**src/rtl/servile_rf_mem_arb.sv**
```systemverilog
// servile_rf_mem_arb
//
// Purpose:
//   Shares a single 1R1W SRAM between the CPU register file and a 32-bit
//   Wishbone slave. The register file is mapped to the top of the SRAM by
//   inverting its zero-extended address. Wishbone words are split into
//   NB = 32/sram_dw narrow beats. Register-file traffic always has priority.
//   When the register file is active, the Wishbone engine holds its beat
//   until the SRAM ports are free again.
//
// Ports:
//   i_clk, i_rst             clock and synchronous active-high reset
//   i_waddr/i_wdata/i_wen    register-file write port
//   i_raddr/i_ren, o_rdata   register-file read port (register 0 reads as 0)
//   o_sram_w*                SRAM write port
//   o_sram_r*, i_sram_rdata  SRAM read port (data returns one cycle after ren)
//   i_wb_*                   Wishbone slave request (held until ack)
//   o_wb_rdt, o_wb_ack       Wishbone read data and registered acknowledge
module servile_rf_mem_arb #(
  parameter int depth   = 256,
  parameter int sram_dw = 8,
  parameter int rf_regs = 32,
  localparam int NB     = 32 / sram_dw,
  localparam int bw     = $clog2(NB),
  localparam int aw     = $clog2(depth),
  localparam int rf_aw  = $clog2(rf_regs * NB)
) (
  input  logic               i_clk,
  input  logic               i_rst,
  input  logic [rf_aw-1:0]   i_waddr,
  input  logic [sram_dw-1:0] i_wdata,
  input  logic               i_wen,
  input  logic [rf_aw-1:0]   i_raddr,
  input  logic               i_ren,
  output logic [sram_dw-1:0] o_rdata,
  output logic [aw-1:0]      o_sram_waddr,
  output logic [sram_dw-1:0] o_sram_wdata,
  output logic               o_sram_wen,
  output logic [aw-1:0]      o_sram_raddr,
  output logic               o_sram_ren,
  input  logic [sram_dw-1:0] i_sram_rdata,
  input  logic [aw-1:bw]     i_wb_adr,
  input  logic [31:0]        i_wb_dat,
  input  logic [3:0]         i_wb_sel,
  input  logic               i_wb_we,
  input  logic               i_wb_stb,
  output logic [31:0]        o_wb_rdt,
  output logic               o_wb_ack
);

  // The beat counter is kept one bit wide even when a word is a single beat.
  localparam int BCW = (bw > 0) ? bw : 1;
  localparam int CW  = aw - bw + BCW;
  localparam int BPB = sram_dw / 8;
  localparam int RZW = $clog2(rf_regs);

  typedef enum logic [1:0] {IDLE, BEAT, WAIT, ACK} state_t;

  state_t             state_q;
  logic [BCW-1:0]     beatCnt_q;
  logic [BCW-1:0]     issueBeat_q;
  logic               issueRd_q;
  logic               regZero_q;
  logic               ack_q;
  logic [31:0]        rdt_q;

  logic               wbIssue;
  logic               lastBeat;
  logic               laneMask;
  logic [sram_dw-1:0] wbWdata;
  logic [CW-1:0]      wbCat;
  logic [aw-1:0]      wbAddr;
  logic [aw-1:0]      rfWaddr;
  logic [aw-1:0]      rfRaddr;
  logic               rfTopZero;

  // The Wishbone engine may issue only when the register file leaves both
  // SRAM ports idle. Reset also blocks it so that both enables stay low.
  assign wbIssue  = (state_q == BEAT) && !i_wen && !i_ren && !i_rst;
  assign lastBeat = (beatCnt_q == BCW'(NB - 1));

  // The beat index forms the low address bits. When a word is a single beat,
  // the padding bit is dropped and only i_wb_adr remains.
  assign wbCat  = {i_wb_adr, beatCnt_q};
  assign wbAddr = wbCat[CW-1 -: aw];

  // Zero-extend and then invert, which places the register file at the top of the SRAM.
  assign rfWaddr = ~(aw'(i_waddr));
  assign rfRaddr = ~(aw'(i_raddr));

  assign rfTopZero = (i_raddr[rf_aw-1 -: RZW] == '0);

  // Select the byte lanes and data slice that belong to the current beat.
  always_comb begin
    laneMask = 1'b0;
    wbWdata  = '0;
    for (int k = 0; k < 4; k++) begin
      if ((k / BPB) == int'(beatCnt_q)) laneMask = laneMask | i_wb_sel[k];
    end
    for (int b = 0; b < NB; b++) begin
      if (beatCnt_q == BCW'(b)) wbWdata = i_wb_dat[b*sram_dw +: sram_dw];
    end
  end

  // SRAM port mux. A Wishbone beat takes both ports. Otherwise the register
  // file drives them directly.
  always_comb begin
    o_sram_waddr = rfWaddr;
    o_sram_wdata = i_wdata;
    o_sram_wen   = i_wen & ~i_rst;
    o_sram_raddr = rfRaddr;
    o_sram_ren   = i_ren & ~i_rst;
    if (wbIssue) begin
      o_sram_waddr = wbAddr;
      o_sram_wdata = wbWdata;
      o_sram_wen   = i_wb_we & laneMask;
      o_sram_raddr = wbAddr;
      o_sram_ren   = ~i_wb_we;
    end
  end

  // Control FSM. A stalled beat holds both the counter and the state.
  // Writes acknowledge right after the last beat. Reads spend one cycle in
  // WAIT so that the last beat's data can be captured.
  always_ff @(posedge i_clk) begin
    if (i_rst) begin
      state_q     <= IDLE;
      beatCnt_q   <= '0;
      issueBeat_q <= '0;
      issueRd_q   <= 1'b0;
      regZero_q   <= 1'b0;
      ack_q       <= 1'b0;
    end else begin
      ack_q     <= 1'b0;
      issueRd_q <= wbIssue & ~i_wb_we;
      regZero_q <= i_ren & rfTopZero;
      if (wbIssue) issueBeat_q <= beatCnt_q;
      case (state_q)
        IDLE: begin
          if (i_wb_stb) begin
            state_q   <= BEAT;
            beatCnt_q <= '0;
          end
        end
        BEAT: begin
          if (wbIssue) begin
            if (lastBeat) begin
              beatCnt_q <= '0;
              if (i_wb_we) begin
                state_q <= ACK;
                ack_q   <= 1'b1;
              end else begin
                state_q <= WAIT;
              end
            end else begin
              beatCnt_q <= beatCnt_q + 1'b1;
            end
          end
        end
        WAIT: begin
          state_q <= ACK;
          ack_q   <= 1'b1;
        end
        ACK: begin
          state_q <= IDLE;
        end
        default: begin
          state_q <= IDLE;
        end
      endcase
    end
  end

  // Read-data capture is keyed to the registered issue flag, not to the
  // state. As a result, a beat's data is still captured when the register
  // file takes the SRAM on the following cycle. Register-file reads never
  // set the flag. The register is deliberately left out of reset.
  always_ff @(posedge i_clk) begin
    if (issueRd_q) begin
      for (int b = 0; b < NB; b++) begin
        if (issueBeat_q == BCW'(b)) rdt_q[b*sram_dw +: sram_dw] <= i_sram_rdata;
      end
    end
  end

  assign o_wb_rdt = rdt_q;
  assign o_wb_ack = ack_q;
  assign o_rdata  = regZero_q ? '0 : i_sram_rdata;

endmodule

```
**config.mk**
```make
export PLATFORM = sky130hd
export DESIGN_NAME = servile_rf_mem_arb
export DESIGN_NICKNAME = d
export VERILOG_FILES = /design/src/rtl/servile_rf_mem_arb.sv
export SDC_FILE = /design/constraint.sdc
export NUM_CORES = 1
export LEC_CHECK = 0
export ABC_CLOCK_PERIOD_IN_PS = 2210
export BUFFER_PORTS_ARGS = -buffer_cell sky130_fd_sc_hd__buf_2
export CAP_MARGIN = 20
export CORE_MARGIN = 2
export CORE_UTILIZATION = 41
export DETAILED_ROUTE_END_ITERATION = 16
export GPL_TIMING_DRIVEN = 0
export PLACE_DENSITY = 0.87
export SYNTH_ARGS = -nofsm -noshare
export SYNTH_HDL_FRONTEND = slang
export SYNTH_SLANG_ARGS = --single-unit
export TNS_END_PERCENT = 50
```
**constraint.sdc**
```tcl
create_clock -name i_clk -period 2.21 [get_ports i_clk]
set_input_delay 0.221 -clock i_clk [delete_from_list [all_inputs] [get_ports i_clk]]
set_output_delay 0.221 -clock i_clk [all_outputs]
set_load 0.005 [all_outputs]
```
==> impl_metrics.json <==
{
  "die_w_um": 75.71,
  "final_common_cell": "buf_2",
  "io_pins": 145,
  "period_share_pct": 96.69,
  "path_clk_slew_ns": 0.08,
  "postRouteAntennaNets": 0,
  "start_kind": "flip-flop",
  "p_leak_nw": 1.433,
  "grt_pass1_wl_mm": 7.659,
  "finalClockSkew_ns": 0.006269,
  "path_class": "reg2out",
  "crit_required_ns": 1.99,
  "drc_errors": 0,
  "cts_buffer_depth": 2,
  "relSlewSlack_pct": 46.49,
  "max_freq_mhz": 468.0,
  "initial_core_util_pct": 41.81,
  "die-area_sq_um": 5732,
  "clockRootBuffer": "clkbuf_8",
  "rsz0062_at_grt": "true",
  "setup_ws_ns": 0.07304,
  "synth-seq-cells": 41,
  "drive_gt1_share_pct": 54.83,
  "fp.dieH_um": 75.71,
  "drv_cap": 0,
  "antenna_cells": 0,
  "grt_pass1_vias": 1672,
  "detail_route.first_pass.iterations": 4,
  "clkLatencyLatePin_ns": 0.28,
  "dp_hpwl_mm": 4.299,
  "slowest_stage": "or4b_4",
  "p_total_mw": 1.805,
  "powerDensity_nw_per_um2": 574.6,
  "htreeDepth": 2,
  "path_common_cell": "buf_8",
  "cpPeakStageDelay_ns": 0.47,
  "setup-tns-final_ns": 0,
  "antenna_found_initial": 0,
  "fillers": 409,
  "arrival_ns": 1.92,
  "avgSynthCellArea_sq_um": 10.76,
  "syn-instance-count": 196,
  "io_buffers": 144,
  "hold_path_class": "in2reg",
  "gp_congestion": 0.8682,
  "synth-seq-area-share_pct": 54.12,
  "final-setup-viol-count": 0,
  "postCtsHoldBufs": 0,
  "cts_tree": "done",
  "final_cells": 422,
  "placed_cells": 411,
  "min_period_ns": 2.137,
  "num_rows": 26,
  "numClockSinks": 41,
  "yosys_warnings": 0,
  "viasPerCell": 4.846,
  "layout_common_cells": "buf_2, a21oi_1, edfxtp_1",
  "drt_wl_total_mm": 5.527,
  "crit_fanout": 10,
  "drv_slew": 0,
  "drt_iter0_drc": 73,
  "synth_cell_types": 33,
  "via_count": 2045,
  "grt_usage_pct": 17.85,
  "endpoint_kind": "output pin",
  "dp_slack_ns": 0.1714,
  "coreArea_sq_um": 5042,
  "syn_nets": 282,
  "outcome": "complete, no violations",
  "grt_start_max_net_pins": 14,
  "holdWs_ns": 0.1111,
  "syn2layout_area_growth_pct": 49.02,
  "overflow": 0,
  "syn_area_sq_um": 2108,
  "cts_made_buffers": 5,
  "worstPathCellList": "inv_2 -> ha_4 -> or4b_4 -> buf_8 -> buf_8 -> a21oi_2 -> a21oi_1 -> buf_2",
  "drt-wirelength-per-cell_um": 13.10,
  "tightest_slew_ns": 0.8009,
  "ir_drop_mv": 0.4853,
  "nets": 437,
  "hold_violations": 0,
  "rrSetupSlack_ns": 0.37
}
state kept, by name, summed over array words and instances (netlist names):
signal,flops
beatCnt_q,2
issueBeat_q,2
issueRd_q,1
o_wb_ack,1
o_wb_rdt,32
regZero_q,1
state_q,2
power breakdown:
part           internal [mW]  switching (mW)  total, mW  leakage [nW]
logic                  0.248           0.228      0.476          1.03
registers              0.854          0.0225      0.877         0.363
clock network          0.217           0.235      0.453        0.0439
total                   1.32           0.485       1.81          1.43
per-layer routing:
| metal | vias to the layer above | wire length [um] | GRT usage [%] |
|---|---|---|---|
| met5 | - | 0 | 0 |
| met4 | 0 | 61 | 6.823 |
| met1 | 916 | 2259 | 21.62 |
| met2 | 101 | 2874 | 31.11 |
| met3 | 8 | 331 | 3.836 |
| li1 | 1020 | - | - |
per-stage QoR:
step	utilization (%)	cell area, sq um
floorplan	-	2108
global placement	57.84	2917
detailed placement	57.94	2922
CTS	60.10	3030
global route	62.31	3142
finish	62.31	3142
cells in the mapped netlist (all sizes together):
cell / count / area share (%)
edfxtp: 32 / 46
clkbuf: 2 / 0.36
ha: 8 / 4.7
a41oi: 1 / 0.42
inv: 13 / 2.3
nand2b: 2 / 0.59
or4b: 2 / 0.95
o2bb2ai: 2 / 0.83
a221o: 8 / 3.8
and3: 2 / 0.59
or3b: 1 / 0.42
nor3: 2 / 0.71
nor3b: 1 / 0.36
buf: 10 / 3.4
a22oi: 2 / 0.71
nand2: 12 / 2.1
mux2i: 2 / 0.95
nor2: 19 / 3.4
dfxtp: 9 / 8.5
o21ai: 1 / 0.24
and3b: 1 / 0.42
nor2b: 10 / 3.0
or4: 1 / 0.36
a32o: 1 / 0.47
o31ai: 1 / 0.36
a21oi: 42 / 11
nor4b: 1 / 0.71
nand3b: 8 / 2.8
cell families after synthesis:
family	Yosys count	synth area share, %
AO/OA/AOI/OAI	58	17.69
buffers and inverters	25	6.053
AND/OR/NAND/NOR	62	16.44
flip-flops	41	54.12
adder cells (fa/ha/maj)	8	4.748
multiplexers	2	0.9496
worst max-delay path: cells and delay by family (launching register included):
kind            cells  cell delay, ns
buf+inv             4            0.50
simple gates        1            0.47
compound gates      2            0.17
flops               1            0.33
fa+ha+maj           1            0.16
layout make-up:
cell class              instances  area [sq um]  share of cell area [%]
flip-flops and latches         41          1149                   36.56
multi-input cells             130         904.6                   28.79
repair buffers                149         768.2                   24.45
plain buffers                  11         97.59                   3.106
well taps                      70         87.58                   2.788
clock buffers                   5         68.82                   2.190
inverters                      13         48.80                   1.553
clock inverters                 3         17.52                  0.5575
final timing paths:
path | from | end | cells past startpoint
setup / recovery | state_q[1] | o_sram_wdata[0] | 8
hold / removal | i_raddr[6] | regZero_q | 2
setup reg to reg | state_q[1] | beatCnt_q[0] | 8
hold reg to reg | state_q[1] | state_q[1] | 2
what timing repair did:
| action | 4_1_cts | 5_1_grt |
|---|---|---|
| setup endpoints to repair | 23 | 24 |
| buffers inserted | 0 | 4 |
| resized for setup | 10 | 24 |
Power figures use the tool's default switching activity.
